==> src/rtl/ddr3_port_arbiter_if.sv <==
// Requester-side bundle of the DDR3 port arbiter: per-port request payloads,
// acceptance pulses and the shared read-response bus.
interface ddr3_port_arbiter_if #(
    parameter int NumReq    = 2,
    parameter int AddrWidth = 27,
    parameter int DataWidth = 256
);
    localparam int MaskWidth = DataWidth / 8;

    logic [NumReq-1:0]                 req_valid_i;
    logic [NumReq-1:0]                 req_write_i;
    logic [NumReq-1:0][AddrWidth-1:0]  req_addr_i;
    logic [NumReq-1:0][DataWidth-1:0]  req_wdata_i;
    logic [NumReq-1:0][MaskWidth-1:0]  req_wmask_i;
    logic [NumReq-1:0]                 req_ready_o;
    logic [NumReq-1:0]                 rsp_valid_o;
    logic [DataWidth-1:0]              rsp_data_o;

    // Arbiter side
    modport slave (
        input  req_valid_i, req_write_i, req_addr_i, req_wdata_i, req_wmask_i,
        output req_ready_o, rsp_valid_o, rsp_data_o
    );

    // Requester side
    modport master (
        output req_valid_i, req_write_i, req_addr_i, req_wdata_i, req_wmask_i,
        input  req_ready_o, rsp_valid_o, rsp_data_o
    );
endinterface

==> src/rtl/ddr3_port_arbiter.sv <==
// Round-robin arbiter that funnels several requester ports into one DDR3
// user-interface command/write-data channel and routes returning read data
// back to the issuing port through an in-order tracking FIFO.
module ddr3_port_arbiter #(
    parameter int NumReq    = 2,
    parameter int AddrWidth = 27,
    parameter int DataWidth = 256,
    parameter int MaxRdOut  = 4
) (
    input  logic                   clk_i,
    input  logic                   rst_i,
    input  logic                   calib_done_i,
    ddr3_port_arbiter_if.slave     req_if,
    input  logic                   cmd_ready_i,
    output logic                   cmd_en_o,
    output logic [2:0]             cmd_o,
    output logic [AddrWidth-1:0]   addr_o,
    input  logic                   wr_data_rdy_i,
    output logic                   wr_data_en_o,
    output logic                   wr_data_end_o,
    output logic [DataWidth-1:0]   wr_data_o,
    output logic [DataWidth/8-1:0] wr_data_mask_o,
    input  logic                   rd_data_valid_i,
    input  logic [DataWidth-1:0]   rd_data_i,
    output logic                   busy_o,
    output logic                   rd_err_o
);
    localparam int MaskWidth = DataWidth / 8;
    localparam int IdxW      = $clog2(NumReq);
    localparam int PtrW      = (MaxRdOut > 1) ? $clog2(MaxRdOut) : 1;
    localparam int CntW      = $clog2(MaxRdOut + 1);

    localparam logic [2:0] CmdWrite = 3'b000;
    localparam logic [2:0] CmdRead  = 3'b001;

    typedef enum logic [1:0] {
        StWaitCalib,
        StIdle,
        StCmd,
        StWdata
    } state_e;

    state_e              state_q, state_d;
    logic [IdxW-1:0]     lastGrant_q;
    logic [IdxW-1:0]     fifoMem_q [MaxRdOut];
    logic [PtrW-1:0]     wrPtr_q, rdPtr_q;
    logic [CntW-1:0]     fifoCount_q;
    logic                rdErr_q;

    logic [NumReq-1:0]   eligible;
    logic                found;
    logic [IdxW-1:0]     pick;
    logic [IdxW-1:0]     searchIdx;
    logic                fifoFull, fifoEmpty;
    logic                grantWrite;
    logic                grantNow;
    logic                fifoPush, fifoPop;

    function automatic logic [PtrW-1:0] ptrInc(input logic [PtrW-1:0] p);
        return (p == PtrW'(MaxRdOut - 1)) ? '0 : p + 1'b1;
    endfunction

    // lastGrant_q doubles as the index of the port currently being served.
    assign fifoFull   = (fifoCount_q == CntW'(MaxRdOut));
    assign fifoEmpty  = (fifoCount_q == '0);
    assign eligible   = req_if.req_valid_i & (req_if.req_write_i | {NumReq{~fifoFull}});
    assign grantWrite = req_if.req_write_i[lastGrant_q];
    assign grantNow   = (state_q == StIdle) && calib_done_i && found;
    assign fifoPush   = (state_q == StCmd) && cmd_ready_i && !grantWrite;
    assign fifoPop    = rd_data_valid_i && !fifoEmpty;
    assign rd_err_o   = rdErr_q;

    // Round-robin search starting just after the last granted port
    always_comb begin
        found     = 1'b0;
        pick      = '0;
        searchIdx = '0;
        for (int k = 1; k <= NumReq; k++) begin
            searchIdx = IdxW'((int'(lastGrant_q) + k) % NumReq);
            if (!found && eligible[searchIdx]) begin
                found = 1'b1;
                pick  = searchIdx;
            end
        end
    end

    // State register
    always_ff @(posedge clk_i or posedge rst_i) begin
        if (rst_i) state_q <= StWaitCalib;
        else       state_q <= state_d;
    end

    // Next-state logic; calibration loss only blocks new grants from IDLE
    always_comb begin
        state_d = state_q;
        case (state_q)
            StWaitCalib: if (calib_done_i) state_d = StIdle;
            StIdle:      if (grantNow) state_d = StCmd;
            StCmd:       if (cmd_ready_i) state_d = grantWrite ? StWdata : StIdle;
            StWdata:     if (wr_data_rdy_i) state_d = StIdle;
            default:     state_d = StWaitCalib;
        endcase
    end

    // Controller-side outputs and acceptance pulses, zero outside their phase
    always_comb begin
        cmd_en_o           = 1'b0;
        cmd_o              = CmdWrite;
        addr_o             = '0;
        wr_data_en_o       = 1'b0;
        wr_data_end_o      = 1'b0;
        wr_data_o          = '0;
        wr_data_mask_o     = '0;
        busy_o             = 1'b0;
        req_if.req_ready_o = '0;
        case (state_q)
            StCmd: begin
                busy_o   = 1'b1;
                cmd_en_o = 1'b1;
                cmd_o    = grantWrite ? CmdWrite : CmdRead;
                addr_o   = req_if.req_addr_i[lastGrant_q];
                if (cmd_ready_i && !grantWrite) req_if.req_ready_o[lastGrant_q] = 1'b1;
            end
            StWdata: begin
                busy_o         = 1'b1;
                wr_data_en_o   = 1'b1;
                wr_data_end_o  = 1'b1;
                wr_data_o      = req_if.req_wdata_i[lastGrant_q];
                wr_data_mask_o = MaskWidth'(req_if.req_wmask_i[lastGrant_q]);
                if (wr_data_rdy_i) req_if.req_ready_o[lastGrant_q] = 1'b1;
            end
            default: ;
        endcase
    end

    // Route returning read data to the oldest outstanding reader
    always_comb begin
        req_if.rsp_valid_o = '0;
        req_if.rsp_data_o  = '0;
        if (fifoPop) begin
            req_if.rsp_valid_o[fifoMem_q[rdPtr_q]] = 1'b1;
            req_if.rsp_data_o                      = rd_data_i;
        end
    end

    // Remember the granted port so the search rotates past it next time
    always_ff @(posedge clk_i or posedge rst_i) begin
        if (rst_i)         lastGrant_q <= IdxW'(NumReq - 1);
        else if (grantNow) lastGrant_q <= pick;
    end

    // Tracking FIFO storage; contents are meaningless while the count is zero
    always_ff @(posedge clk_i) begin
        if (fifoPush) fifoMem_q[wrPtr_q] <= lastGrant_q;
    end

    // Tracking FIFO pointers and occupancy
    always_ff @(posedge clk_i or posedge rst_i) begin
        if (rst_i) begin
            wrPtr_q     <= '0;
            rdPtr_q     <= '0;
            fifoCount_q <= '0;
        end else begin
            if (fifoPush) wrPtr_q <= ptrInc(wrPtr_q);
            if (fifoPop)  rdPtr_q <= ptrInc(rdPtr_q);
            case ({fifoPush, fifoPop})
                2'b10:   fifoCount_q <= fifoCount_q + 1'b1;
                2'b01:   fifoCount_q <= fifoCount_q - 1'b1;
                default: ;
            endcase
        end
    end

    // Sticky flag for read data arriving with nothing outstanding
    always_ff @(posedge clk_i or posedge rst_i) begin
        if (rst_i)                              rdErr_q <= 1'b0;
        else if (rd_data_valid_i && fifoEmpty)  rdErr_q <= 1'b1;
    end
endmodule

==> src/flat_wrapper.sv <==
// flat-port wrapper written by rule: the top's interface ports become plain ports
module ddr3_port_arbiter_flat 
#(
    parameter int NumReq    = 2,
    parameter int AddrWidth = 27,
    parameter int DataWidth = 256,
    parameter int MaxRdOut  = 4
)
  (clk_i, rst_i, calib_done_i, cmd_ready_i, cmd_en_o, cmd_o, addr_o, wr_data_rdy_i, wr_data_en_o, wr_data_end_o, wr_data_o, wr_data_mask_o, rd_data_valid_i, rd_data_i, busy_o, rd_err_o, req_if_req_valid_i, req_if_req_write_i, req_if_req_addr_i, req_if_req_wdata_i, req_if_req_wmask_i, req_if_req_ready_o, req_if_rsp_valid_o, req_if_rsp_data_o);
  ddr3_port_arbiter_if #(.NumReq(NumReq), .AddrWidth(AddrWidth), .DataWidth(DataWidth)) req_if_i ();
  input  logic clk_i;
  input  logic rst_i;
  input  logic calib_done_i;
  input  logic cmd_ready_i;
  output logic cmd_en_o;
  output logic [2:0] cmd_o;
  output logic [AddrWidth-1:0] addr_o;
  input  logic wr_data_rdy_i;
  output logic wr_data_en_o;
  output logic wr_data_end_o;
  output logic [DataWidth-1:0] wr_data_o;
  output logic [DataWidth/8-1:0] wr_data_mask_o;
  input  logic rd_data_valid_i;
  input  logic [DataWidth-1:0] rd_data_i;
  output logic busy_o;
  output logic rd_err_o;
  input wire logic [$bits(req_if_i.req_valid_i)-1:0] req_if_req_valid_i;
  input wire logic [$bits(req_if_i.req_write_i)-1:0] req_if_req_write_i;
  input wire logic [$bits(req_if_i.req_addr_i)-1:0] req_if_req_addr_i;
  input wire logic [$bits(req_if_i.req_wdata_i)-1:0] req_if_req_wdata_i;
  input wire logic [$bits(req_if_i.req_wmask_i)-1:0] req_if_req_wmask_i;
  output wire logic [$bits(req_if_i.req_ready_o)-1:0] req_if_req_ready_o;
  output wire logic [$bits(req_if_i.rsp_valid_o)-1:0] req_if_rsp_valid_o;
  output wire logic [$bits(req_if_i.rsp_data_o)-1:0] req_if_rsp_data_o;
  assign req_if_i.req_valid_i = req_if_req_valid_i;
  assign req_if_i.req_write_i = req_if_req_write_i;
  assign req_if_i.req_addr_i = req_if_req_addr_i;
  assign req_if_i.req_wdata_i = req_if_req_wdata_i;
  assign req_if_i.req_wmask_i = req_if_req_wmask_i;
  assign req_if_req_ready_o = req_if_i.req_ready_o;
  assign req_if_rsp_valid_o = req_if_i.rsp_valid_o;
  assign req_if_rsp_data_o = req_if_i.rsp_data_o;
  ddr3_port_arbiter #(.NumReq(NumReq), .AddrWidth(AddrWidth), .DataWidth(DataWidth), .MaxRdOut(MaxRdOut)) u_core (.clk_i(clk_i), .rst_i(rst_i), .calib_done_i(calib_done_i), .req_if(req_if_i), .cmd_ready_i(cmd_ready_i), .cmd_en_o(cmd_en_o), .cmd_o(cmd_o), .addr_o(addr_o), .wr_data_rdy_i(wr_data_rdy_i), .wr_data_en_o(wr_data_en_o), .wr_data_end_o(wr_data_end_o), .wr_data_o(wr_data_o), .wr_data_mask_o(wr_data_mask_o), .rd_data_valid_i(rd_data_valid_i), .rd_data_i(rd_data_i), .busy_o(busy_o), .rd_err_o(rd_err_o));
endmodule
==> config.mk <==
export PLATFORM = sky130hd
export DESIGN_NAME = ddr3_port_arbiter_flat
export DESIGN_NICKNAME = d
export VERILOG_FILES = /design/src/rtl/ddr3_port_arbiter_if.sv /design/src/rtl/ddr3_port_arbiter.sv /design/src/flat_wrapper.sv
export SDC_FILE = /design/constraint.sdc
export NUM_CORES = 1
export LEC_CHECK = 0
export ABC_AREA = 1
export CAP_MARGIN = 20
export CELL_PAD_IN_SITES_DETAIL_PLACEMENT = 1
export CELL_PAD_IN_SITES_GLOBAL_PLACEMENT = 1
export CORE_AREA = 5 5 565 567
export DETAILED_ROUTE_END_ITERATION = 8
export DIE_AREA = 0 0 570 572
export GPL_ROUTABILITY_DRIVEN = 0
export PLACE_DENSITY_LB_ADDON = 0.3
export SLEW_MARGIN = 5
export SYNTH_ARGS = -nofsm -noshare
export SYNTH_HDL_FRONTEND = slang
export SYNTH_SLANG_ARGS = --single-unit
==> constraint.sdc <==
create_clock -name clk_i -period 2.72 [get_ports clk_i]
set_input_delay 0.544 -clock clk_i [delete_from_list [all_inputs] [get_ports clk_i]]
set_output_delay 0.544 -clock clk_i [all_outputs]
set_load 0.03 [all_outputs]
==> key figures, run 1 <==
Run status
  – Status: finished with violations
  – Failing checks: setup timing

Pwr
  – Combinational Power Share: slightly below 100%
  – Total Power: 18.2 mW
  – Leak Pwr: 13.0 nW
  – Clock Power Share: 1.6%
  – Pwr dens: 569 nW/um2
  – VDD IR max: 301 uV
  – Switching Fraction: between 50% and 60%
  – Cell internal pwr: 7.82 mW
  – P_sw: about 10 mW
  – Reg power frac: 2.3%

Floorplanning
  – Core area: 314,000 um2
  – Row cnt: 206
  – Initial core utilization: under 10%
  – Die area: 326,000 um2
  – Die W: 570 um
  – I/O pin count: between 1,000 and 1,500
  – DIE HEIGHT: ~570 um

Synth
  – Post-synthesis sequential area ratio: 5.25%
  – Synthesized area per cell: roughly 4.4 um2
  – Top post-synthesis cells by count: nor2_1, o21ai_0, inv_1
  – Post-synth ARST share: 73.3%
  – Post-Syn Area: 7550 um2
  – Top cells by area, synth: nor2_1, o21ai_0, inv_1, dfrtp_1, clkbuf_1
  – Yosys warns: 0
  – Post-synth cell types: 26
  – Cells after Synth: 1,711
  – Ys flop type: dfrtp_1
  – Synth top area share: 44.7%
  – Post-synthesis register bit count: 15
  – EDFF count, synth: 4
  – Count leader, synth: nor2_1
  – Synth area leader: nor2_1

STA
  – Period utilization: 101%
  – Fin crit period: 2730 ps
  – Final setup violation count: 2
  – Setup_tns: -16.0 ps
  – Maximum clock frequency: 366 MHz
  – Slew Limit Fails: 0
  – Skew final: 2.73 ps
  – Slew @ Worst Pin: 552 ps
  – Endpoints failing hold: 0
  – Worst rel slew slack: 62.8%
  – RSZ-0062 raised after global routing: true
  – Final worst slack: -13.7 ps

CTS
  – TritonCTS Sinks: 15
  – CTS tree: yes
  – Clk buf depth: 2
  – Clock Latency Late Sink: 240 ps
  – Clk slew on worst S/H paths: approximately 50 ps
  – Post-CTS Hold Buffers: 0
  – CTS buffer count: 3
  – CTS root buf: clkbuf_16
  – H-tree Lvls: 1

Cells and area
  – Multi-input logic area: ~5700 um2
  – Final core utilization: 10.2%
  – Area grow syn2layout: 323%
  – Final Non-Filler Cells: 7,441
  – Register area: between 400 and 500 um2
  – Fin nets: 4,167
  – Layout cells sized above 1: between 20% and 30%
  – Number of fill cells: between 30,000 and 40,000

Global routing
  – Vias in the first global route: slightly below 20,000
  – Largest net degree at the start of global routing: 58
  – First-pass GRT wire length: 237,000 um
  – Global route overflow: 0
  – Overall Global Routing Usage: 11.4%
  – Initial antenna violation count: 168

Setup path
  – Worst r2r dst: u_core.fifoCount_q[2]
  – Crit path kind: reg2out
  – Worst R2R Path Depth: 11
  – Arr. time, crit path: 2190 ps
  – CP Max Fanout: 8
  – Required time of the critical path: 2180 ps
  – Element type at the critical path end: output pin
  – Startpoint types: register
  – R2r startpoint: u_core.lastGrant_q
  – Worst R2R Setup Slack: 380 ps

Placement
  – Post-Place Setup Slack: -140 ps
  – Port Buffers: 1,476
  – Dpl hpwl: 182,000 um
  – Placed cell count: between 7,000 and 8,000

Drt
  – First drt pass iteration count: 4
  – Post-route DRC: 0
  – Vias: 18,000
  – Drt wl/cell: 26.7 um
  – Drt initial violations: 653
  – Antenna-violating nets left: 0
  – Vias per cell: 2.42
  – Drt total wl: 198,000 um

Flow run
  – Max-Cap Viols: 0

Worst hold path
  – Worst Hold Path EP: u_core.rd_err_o
  – Min-delay src: u_core.rd_err_o
  – Hold crit path type: reg2reg
  – Hold Crit Depth: 1
[cells by family after synthesis]
kind of cell | share of synthesized area (%)
xor+xnor | 0.232
other cells | 0.0496
compound gates | 22.1
flops | 5.25
fa+ha+maj | 1.92
buf+inv | 23.9
simple gates | 46.6
[what timing repair did]
action / 4_1_cts / 5_1_grt
gates cloned: 7 / 2
pin swaps: 8 / 15
endpoints found under the setup margin: 105 / 158
resized for setup: 110 / 95
endpoints found under the hold margin: 0 / 0
setup buffers: 17 / 6
[power by group through the flow]
stage / registers (mW) / logic, mW / clock network (mW)
after global placement: 0.439 / 16.3 / 0
after floorplan: 0.392 / 6.36 / 0
after global routing: 0.428 / 18.6 / 0.312
final: 0.418 / 17.5 / 0.289
after CTS: 0.418 / 17.8 / 0.301
after detailed placement: 0.443 / 16.3 / 0
[sequential cells by signal, indices dropped and copies added (netlist names)]
| name | count |
|---|---|
| u_core.fifoMem_q | 4 |
| u_core.rdPtr_q | 2 |
| u_core.wrPtr_q | 2 |
| u_core.rd_err_o | 1 |
| u_core.state_q | 2 |
| u_core.lastGrant_q | 1 |
| u_core.fifoCount_q | 3 |
[per-stage QoR]
| step | hold slack, ps | cell area, um2 |
|---|---|---|
| after floorplan | 396 | 7560 |
| after global placement | 462 | 30800 |
| after detailed placement | 464 | 30800 |
| after CTS | 477 | 31600 |
| after global routing | 504 | 31900 |
| final | 472 | 31900 |
[layout make-up]
cell class / instances / share of cell area (%)
timing repair buffer: 1677 / 60.6
multi-input combinational: 1277 / 17.9
tap: 4160 / 16.3
inverter: 284 / 3.47
sequential: 15 / 1.26
clock buffer: 3 / 0.235
antenna: 22 / 0.172
timing repair inverter: 2 / 0.0627
clock inverter: 1 / 0.0157
[metal layers]
| layer | vias to the layer above | part of all wire (%) | track usage [%] |
|---|---|---|---|
| li1 | 8209 | - | - |
| met5 | - | 0.16 | 0 |
| met2 | 1214 | 51 | 21.1 |
| met3 | 283 | 8.9 | 4.06 |
| met1 | 8279 | 38 | 12.7 |
| met4 | 48 | 2.0 | 1.60 |
[how the worst max path moves through the flow]
stage	endpoint	cells after the start	startpoint	slack, ps
after global routing	wr_data_mask_o[4]	8	u_core.lastGrant_q	-80
after CTS	wr_data_o[140]	8	u_core.lastGrant_q	-70
final	wr_data_o[152]	8	u_core.lastGrant_q	-10
after global placement	req_if_rsp_data_o[84]	7	rd_data_valid_i	-150
after detailed placement	req_if_rsp_data_o[84]	7	rd_data_valid_i	-140
after floorplan	req_if_req_ready_o[0]	8	u_core.state_q[0]	150
[worst max-delay path, cell delays in order, from the launching register on]
cell	delay, ps
dfstp_4	640
buf_12	150
buf_16	130
buf_16	140
buf_16	150
buf_12	140
o21ai_0	160
nor2_1	220
buf_12	170
[cell usage in the layout (no fill, tap or decap), types with 8 or more instances in the layout]
master / n
diode_2: 22
buf_12: 332
buf_16: 8
o21ai_1: 16
buf_4: 410
buf_6: 22
dfrtp_1: 8
nor2_2: 96
nand2_1: 24
nor2_1: 794
inv_1: 281
clkdlybuf4s50_1: 895
nand3_1: 8
nor2_4: 10
ha_1: 9
o21ai_0: 300
No activity file was read; power rests on OpenSTA's default activity.
==> inputs of run 2 (changes only) <==
--- a/config.mk
+++ b/config.mk
@@ -9,9 +9,9 @@
 export CAP_MARGIN = 20
 export CELL_PAD_IN_SITES_DETAIL_PLACEMENT = 1
 export CELL_PAD_IN_SITES_GLOBAL_PLACEMENT = 1
-export CORE_AREA = 5 5 565 567
+export CORE_AREA = 2 2 579 581
 export DETAILED_ROUTE_END_ITERATION = 8
-export DIE_AREA = 0 0 570 572
+export DIE_AREA = 0 0 581 583
 export GPL_ROUTABILITY_DRIVEN = 0
 export PLACE_DENSITY_LB_ADDON = 0.3
 export SLEW_MARGIN = 5
==> key figures, run 2 (same netlist as run 1, synthesis figures left out) <==
Run status
  – Status: finished with violations
  – Failing checks: setup timing

Global routing
  – Overall Global Routing Usage: 11.9% (+0.49 points)
  – Initial antenna violation count: 206 (+23%)
  – M3 GR Usage: 5.36% (+1.3 points)
  – First-pass GRT wire length: 252,000 um (+6.1%)
  – Largest net degree at the start of global routing: 57 (-1.7%)
  – GR peak layer: met2
  – Met1 usage: 12.7% (-0.044 points)
  – M2 GR Usage: 21.3% (+0.19 points)
  – Vias in the first global route: 19,400 (+0.23%)
  – Global route overflow: 0 (unchanged)

Drt
  – Drt wl/cell: 27.6 um (+3.6%)
  – Vias per cell: 2.41 (-0.65%)
  – Drt initial violations: 761 (+17%)
  – Vias: 18,600 (+3.0%)
  – Post-route DRC: 0 (unchanged)
  – Drt total wl: 213,000 um (+7.4%)
  – Antenna-violating nets left: 0 (unchanged)
  – First drt pass iteration count: 5 (+1)

Placement
  – Port Buffers: 1,476 (unchanged)
  – Dpl hpwl: 194,000 um (+6.7%)

STA
  – Maximum clock frequency: 364 MHz (-0.61%)
  – Final setup violation count: 1 (-1)
  – RSZ-0062 raised after global routing: true
  – WHS: 472 ps (+0.0480 ps)
  – Final worst slack: -30.5 ps (-16.8 ps)
  – Setup_tns: -30.5 ps (-14.5 ps)
  – Slew Limit Fails: 0 (unchanged)
  – Fin crit period: 2750 ps (+16.8 ps)
  – Skew final: 4.69 ps (+1.95 ps)
  – Slew @ Worst Pin: 749 ps (+197 ps)
  – Worst rel slew slack: 50.0% (-13 points)
  – Endpoints failing hold: 0 (unchanged)
  – Period utilization: 101% (+0.62 points)

Cells and area
  – Most frequent cells in the layout: clkdlybuf4s50_1, nor2_1, buf_12
  – Largest register FFs: 4 (unchanged)
  – Most common cell after layout, fill and taps aside: clkdlybuf4s50_1
  – Layout cells sized above 1: 27.7% (-0.27 points)
  – Area grow syn2layout: 340%
  – Top Registers: u_core.fifoMem_q (4), u_core.fifoCount_q (3)
  – Fin nets: 4,181 (+0.34%)
  – Number of fill cells: 39,800 (+5.7%)
  – Largest Register: u_core.fifoMem_q

Pwr
  – Clock Power Share: 1.8% (+0.2 points)
  – Switching Fraction: 56.2% (-0.75 points)
  – P_sw: 10.7 mW (+3.6%)
  – Cell internal pwr: 8.35 mW (+6.8%)
  – Reg power frac: 2.2% (about the same)
  – Combinational Power Share: 96.0% (about the same)
  – Pwr dens: 574 nW/um2 (+0.95%)
  – Leak Pwr: 13.4 nW (+2.6%)
  – VDD IR max: 315 uV (+4.8%)

CTS
  – CTS tree: yes
  – H-tree Lvls: 1 (unchanged)
  – CTS root buf: clkbuf_16
  – CTS buffer count: 3 (unchanged)
  – Clk buf depth: 2 (unchanged)
  – TritonCTS Sinks: 15 (unchanged)
  – Clock Latency Late Sink: 270 ps (+30 ps)
  – Clk slew on worst S/H paths: 70 ps (+20 ps)

Floorplanning
  – Core area: 332,000 um2 (+6.0%)
  – DIE HEIGHT: 583 um (+1.9%)
  – Die W: 581 um (+1.9%)
  – I/O pin count: 1,479 (unchanged)
  – Die area: 339,000 um2 (+3.9%)
  – Row cnt: 212 (+2.9%)
  – Initial core utilization: 2.27% (-0.14 points)

Setup path
  – Worst R2R Setup Slack: 200 ps (-180 ps)
  – Element type at the critical path end: output pin
  – Arr. time, crit path: 2210 ps (+20 ps)
  – CP Cell Sequence: buf_12, buf_16, buf_12, o21ai_1, nor2_1, buf_4, buf_12
  – CP Max Fanout: 13 (+5)
  – Worst path max stage delay: 710 ps (+70 ps)
  – Startpoint types: register
  – Crit path kind: reg2out
  – CP Buf/Inv Count: 5 (-1)
  – Required time of the critical path: 2180 ps (about the same)
  – Cell mode on critical path: buf_12
  – Top Family by Delay on Critical Path: buffers and inverters
  – CP max-delay cell: dfstp_4

Flow run
  – Max-Cap Viols: 0 (unchanged)

Worst hold path
  – Hold crit path type: reg2reg
-- run 2: power by group through the flow --
stage          sequential (mW)  clock [mW]  combinational, mW
4_1_cts                  0.427       0.352               18.5
3_5_place_dp             0.438           0               16.9
2_1_floorplan            0.392           0               6.36
5_1_grt                  0.441       0.353               19.4
6_report                 0.426       0.338               18.3
3_3_place_gp             0.435           0               16.9
-- run 2: worst paths after layout --
path / from / endpoint / cells after the start
worst max register to register: u_core.lastGrant_q / u_core.fifoCount_q[2] / 11
max in group asynchronous: rst_i / u_core.rdPtr_q[0] / 2
min in group asynchronous: rst_i / u_core.state_q[1] / 2
worst max-delay path: u_core.lastGrant_q / wr_data_o[65] / 7
worst min-delay path: u_core.rd_err_o / u_core.rd_err_o / 1
worst min register to register: u_core.rd_err_o / u_core.rd_err_o / 1
-- run 2: stage by stage --
step	utilization (%)	std cells	area (um2)	total power, mW	setup slack (ps)
2_1_floorplan	-	1712	7560	6.75	146
3_3_place_gp	9.54	7620	31700	17.3	-530
3_5_place_dp	9.54	7620	31700	17.3	-513
4_1_cts	9.84	7653	32700	19.3	-82.3
5_1_grt	9.97	7689	33100	20.2	-73.1
6_report	9.99	7715	33200	19.1	-30.5
-- run 2: area by class of cell --
type	instances	area, um2	area share [%]
clock buffer	3	75.1	0.226
tap	4387	5490	16.5
clock inverter	1	7.51	0.0226
multi-input combinational	1277	5800	17.5
sequential	15	400	1.21
timing repair inverter	1	16.3	0.0490
antenna	55	138	0.414
inverter	284	1090	3.27
timing repair buffer	1692	20200	60.8
-- run 2: repair_timing --
item | 4_1_cts | 5_1_grt
setup endpoints to repair | 215 | 184
gates resized for setup | 188 | 101
pin swaps | 19 | 17
cloned | 12 | 5
setup buffers | 19 | 3
hold buffers | 0 | 0
-- run 2: layer usage --
metal / up-vias / part of all wire, %
met5: - / 0.27
met4: 90 / 3.1
met3: 337 / 11
met2: 1278 / 49
met1: 8595 / 37
li1: 8276 / -
==> inputs of run 3 (changes only) <==
--- a/config.mk
+++ b/config.mk
@@ -13,7 +13,9 @@
 export DETAILED_ROUTE_END_ITERATION = 8
 export DIE_AREA = 0 0 581 583
 export GPL_ROUTABILITY_DRIVEN = 0
+export HOLD_SLACK_MARGIN = 0.1
 export PLACE_DENSITY_LB_ADDON = 0.3
+export SETUP_SLACK_MARGIN = 0.02
 export SLEW_MARGIN = 5
 export SYNTH_ARGS = -nofsm -noshare
 export SYNTH_HDL_FRONTEND = slang
==> key figures, run 3 (same netlist as run 1, synthesis figures left out) <==
Run status
  – Status: completed

Global routing
  – Initial antenna violation count: 205 (-0.49%)
  – Largest net degree at the start of global routing: 42 (-26%)
  – Overall Global Routing Usage: 12.0% (+0.14 points)
  – Vias in the first global route: 19,500 (+0.71%)
  – Global route overflow: 0 (unchanged)
  – First-pass GRT wire length: 255,000 um (+1.1%)

Setup path
  – Startpoint types: register
  – Cell mode on critical path: buf_12
  – CP Buf/Inv Count: 6 (+1)
  – CP max-delay cell: dfstp_4
  – CP Max Fanout: 6 (-7)
  – Arr. time, crit path: 2130 ps (-80 ps)
  – R2r startpoint: u_core.lastGrant_q
  – Required time of the critical path: 2180 ps (about the same)
  – Top Family by Delay on Critical Path: buffers and inverters
  – CP Cell Sequence: buf_12, buf_16, buf_12, buf_16, o21ai_0, nor2_1, buf_4, buf_12
  – Element type at the critical path end: output pin
  – Crit path kind: reg2out
  – Crit path from: u_core.lastGrant_q
  – Worst path max stage delay: 680 ps (-30 ps)

Flow run
  – Max-Cap Viols: 0 (unchanged)

Drt
  – Top Layer Used: met5
  – Vias per cell: 2.40 (-0.31%)
  – Drt initial violations: 764 (+0.39%)
  – Vias: 18,600 (+0.065%)
  – Drt wl/cell: 27.7 um (+0.13%)
  – Post-route DRC: 0 (unchanged)
  – First drt pass iteration count: 5 (unchanged)
  – Post-Route M1 WL: 79,900 um (+1.5%)
  – Drt total wl: 214,000 um (+0.51%)
  – WL met3: 21,600 um (-3.4%)
  – Antenna-violating nets left: 0 (unchanged)
  – Wire length on met2: 106,000 um (+0.72%)

STA
  – RSZ-0062 raised after global routing: true
  – Slew Limit Fails: 0 (unchanged)
  – Skew final: 4.77 ps (+0.0793 ps)
  – Maximum clock frequency: 373 MHz (+2.7%)
  – Fin crit period: 2680 ps (-71.9 ps)
  – Endpoints failing hold: 0 (unchanged)
  – Period utilization: 98.5% (-2.6 points)
  – Worst rel slew slack: 51.1% (+1.0 points)
  – Slew @ Worst Pin: 733 ps (-15.5 ps)
  – Final setup violation count: 0 (-1)
  – Setup_tns: 0 ps (+30.5 ps)

Cells and area
  – Final Non-Filler Cells: 7,744 (+0.38%)
  – Largest register FFs: 4 (unchanged)
  – Most common cell after layout, fill and taps aside: clkdlybuf4s50_1
  – Top Registers: u_core.fifoMem_q (4), u_core.fifoCount_q (3)
  – Fin nets: 4,209 (+0.67%)
  – Area grow syn2layout: 347%
  – Largest Register: u_core.fifoMem_q
  – Final core utilization: 10.2% (+0.18 points)
  – Layout cells sized above 1: 28.8% (+1.2 points)
  – Most frequent cells in the layout: clkdlybuf4s50_1, nor2_1, buf_12

CTS
  – TritonCTS Sinks: 15 (unchanged)
  – Clock Latency Late Sink: 270 ps (about the same)
  – Post-CTS Hold Buffers: 0 (unchanged)
  – Clk buf depth: 2 (unchanged)
  – H-tree Lvls: 1 (unchanged)
  – Clk slew on worst S/H paths: 70 ps (about the same)
  – CTS tree: yes
  – CTS root buf: clkbuf_16
  – CTS buffer count: 3 (unchanged)

Floorplanning
  – Core area: 332,000 um2 (unchanged)
  – Row cnt: 212 (unchanged)
  – DIE HEIGHT: 583 um (unchanged)
  – I/O pin count: 1,479 (unchanged)
  – Initial core utilization: 2.27% (unchanged)
  – Die area: 339,000 um2 (unchanged)
  – Die W: 581 um (unchanged)

Worst hold path
  – Hold crit path type: reg2reg
  – Min-delay src: u_core.rd_err_o

Pwr
  – Total Power: 19.9 mW (+4.2%)
  – Leak Pwr: 13.6 nW (+1.9%)
  – VDD IR max: 333 uV (+5.6%)
  – Pwr dens: 588 nW/um2 (+2.4%)

Placement
  – Port Buffers: 1,476 (unchanged)
  – Dpl hpwl: 194,000 um (unchanged)
  – Placed cell count: 7,620 (unchanged)
## run 3: cell types whose count changed in the layout (fill, tap and decap cells not counted), moves of 4 or more
| cell | change |
|---|---|
| nor2_1 | -23 |
| nor2_2 | +17 |
| buf_4 | +8 |
| buf_12 | +6 |
| nor2_4 | +6 |
| clkbuf_2 | -5 |
| clkdlybuf4s15_2 | -5 |
| o21ai_0 | +5 |
| o21ai_1 | -5 |
| buf_2 | +4 |
| buf_6 | +4 |
| dlygate4sd2_1 | +4 |
## run 3: layer usage
layer	up-vias	track usage, %
met5	-	0
met4	90	2.82
met3	330	5.37
met2	1234	21.5
met1	8598	12.9
li1	8336	-
## run 3: report_power, final
group	total, mW	internal, mW	switching, mW
combinational	19.1	8.39	10.7
sequential	0.420	0.328	0.0914
clock	0.339	0.200	0.139
total	19.9	8.92	11.0
## run 3: worst paths after layout
check	endpoint	slack, ps	depth (start not counted)
setup / recovery	wr_data_o[156]	40	8
hold / removal	u_core.rd_err_o	470	1
setup reg to reg	u_core.fifoCount_q[2]	190	13
hold reg to reg	u_core.rd_err_o	470	1
max in group asynchronous	u_core.rdPtr_q[1]	1520	2
min in group asynchronous	u_core.state_q[1]	730	2
## run 3: layout make-up
class / instances / area (um2)
fillers: 39700 / 299000
repair buffers: 1719 / 20600
multi-input cells: 1277 / 5900
well taps: 4387 / 5490
inverters: 284 / 1110
flip-flops and latches: 15 / 400
diodes: 56 / 140
clock buffers: 3 / 75.1
repair inverters: 2 / 28.8
clock inverters: 1 / 7.51
## run 3: worst reg2reg max path, stage by stage (launching register included)
cell	delay, ps
dfstp_4	680
buf_12	150
buf_12	130
buf_16	140
nand2_4	70
a21oi_4	180
nand2_2	80
buf_4	140
ha_1	190
inv_1	90
fa_2	210
a21oi_1	60
o21ai_0	100
xor2_1	220
## run 3: through the flow
step,cell area [um2],setup slack [ps],hold slack [ps]
after floorplan,7560,146,396
after global placement,31700,-530,464
after detailed placement,31700,-513,461
after CTS,33300,-15.4,474
after global routing,33700,-12.5,499
final,33800,41.4,472
## run 3: repair_timing
item	4_1_cts	5_1_grt
endpoints found under the setup margin	272	102
pin swaps	32	24
resized for setup	262	77
cloned	18	5
setup buffers	39	6
==> patch (config.mk and constraints of run 2) <==
The 4 states of `state_e` get a one-hot encoding in 4 bits.
--- a/src/rtl/ddr3_port_arbiter.sv
+++ b/src/rtl/ddr3_port_arbiter.sv
@@ -33,11 +33,11 @@
     localparam logic [2:0] CmdWrite = 3'b000;
     localparam logic [2:0] CmdRead  = 3'b001;
 
-    typedef enum logic [1:0] {
-        StWaitCalib,
-        StIdle,
-        StCmd,
-        StWdata
+    typedef enum logic [3:0] {
+        StWaitCalib = 4'b0001,
+        StIdle      = 4'b0010,
+        StCmd       = 4'b0100,
+        StWdata     = 4'b1000
     } state_e;
 
     state_e              state_q, state_d;
Function: no difference found for any inputs over 4 cycles, from zero or initial values and one cycle with rst_i high; so few cycles prove little.
==> patch against run 2 <==
Register-to-register slack better by 0.20 ns; design area down 2.6%; critical endpoint is now wr_data_o[163]; largest power group unchanged; sequential cell count up 2; combinational power down 40%; global-route usage up 0.50 points; synthesized cell count up 0.64%; power down 39%; clock power down 12%; routed wire length up 3.4%; worst setup slack better by 0.066 ns; synthesized area up 2.9%; non-clock buffer count down 65.
==> patch: results (changes against run 2) <==
num-multi-input-gates: 1284  # +0.55%
finClkSkew_ns: 0.00270  # -0.00198 ns
placed_cell_area_sq_um: 31300  # -1.2%
buffers_excl_clock: 1627  # -3.8%
status: "finished clean"
whs_ns: 0.495  # +0.0233 ns
final_nets: 4121  # -1.4%
arrival_ns: 2.14  # -0.07 ns
post-place-ws_ns: -0.456  # +0.0576 ns
grt_pass1_wl_mm: 260  # +3.4%
power_frac_comb_pct: 93.6  # -2.4 points
met2_usage_pct: 21.8  # +0.51 points
max_slew_margin_pct: 57.7  # +7.7 points
antenna_cells: 60  # +9.1%
cp-endpoint: "wr_data_o[163]"
use_met3_pct: 6.32  # +0.96 points
numClockSinks: 17  # +2
crit_fanout: 31  # +18
clk_pin_slew_ns: 0.05  # -0.02 ns
syn-instance-count: 1722  # +0.64%
final-clk-cell-share_pct: 0.248  # -0.0010 points
cts_resized: 107  # -43%
worst_skew_pair.late_latency_ns: 0.25  # -0.02 ns
top_regs: "u_core.fifoMem_q (4), u_core.state_q (4), u_core.fifoCount_q (3)"
power_frac_seq_pct: 3.9  # +1.7 points
wl_met3_mm: 26.7  # +19%
power_leakage_nw: 13.0  # -3.0%
ir_drop_v: 0.000221  # -30%
power_mw: 11.7  # -39%
design_area_sq_um: 32300  # -2.6%
buf_share_pct: 59.6  # -1.2 points
ys_types: 32  # +23%
drtIter0Drc: 747  # -1.8%
synth_common_cells: "nand2_1 (644), a21oi_1 (308), inv_1 (283), nor2_1 (271), buf_2 (93)"
sh_seq_area_pct: 1.40  # +0.19 points
yosysSeqAreaShare_pct: 5.76  # +0.51 points
wl_met2_mm: 107  # +1.9%
synthArstFlopShare_pct: 76.5  # +3.1 points
wirelength_mm: 220  # +3.4%
place_hpwl_mm: 205  # +5.7%
multi_input_area_sq_um: 5810  # about the same
grt_use_met1_pct: 13.4  # +0.68 points
rrSetupSlack_ns: 0.40  # +0.20 ns
grt.total_usage_pct: 12.4  # +0.50 points
worst_slack_ns: 0.0353  # +0.0657 ns
filler_cell_count: 39788  # +0.080%
post_drt_via_cell_ratio: 2.38  # -1.1%
p_sw_share_pct: 56.4  # +0.20 points
==> patch: cell types whose count changed in the layout (fill, tap and decap cells not counted), sizes merged, moves of 6 or more <==
cell and change:
nand2 +631, nor2 -626, a21oi +312, o21ai -310
buf -75, dlygate4sd2 +24, clkbuf -10, clkdlybuf4s15 -6
==> patch: critical path: stages (launching register included) <==
cell and delay [ns]:
dfstp_4 0.65, buf_12 0.18, inv_8 0.07, buf_12 0.17, bufbuf_16 0.34, nand2_1 0.07
a21oi_1 0.05, buf_4 0.16, buf_12 0.13
==> patch: logic make-up (layout without fill, tap and decap cells) <==
family,count (synthesis),in the layout,share of synthesized area (%)
AND/OR/NAND/NOR,941,941,46.2
flip-flops,17,17,5.76
adder cells (fa/ha/maj),7,7,1.22
AO/OA/AOI/OAI,332,332,22.0
other,1,62,0.0482
XOR/XNOR,2,2,0.225
buffers and inverters,422,1916,24.5
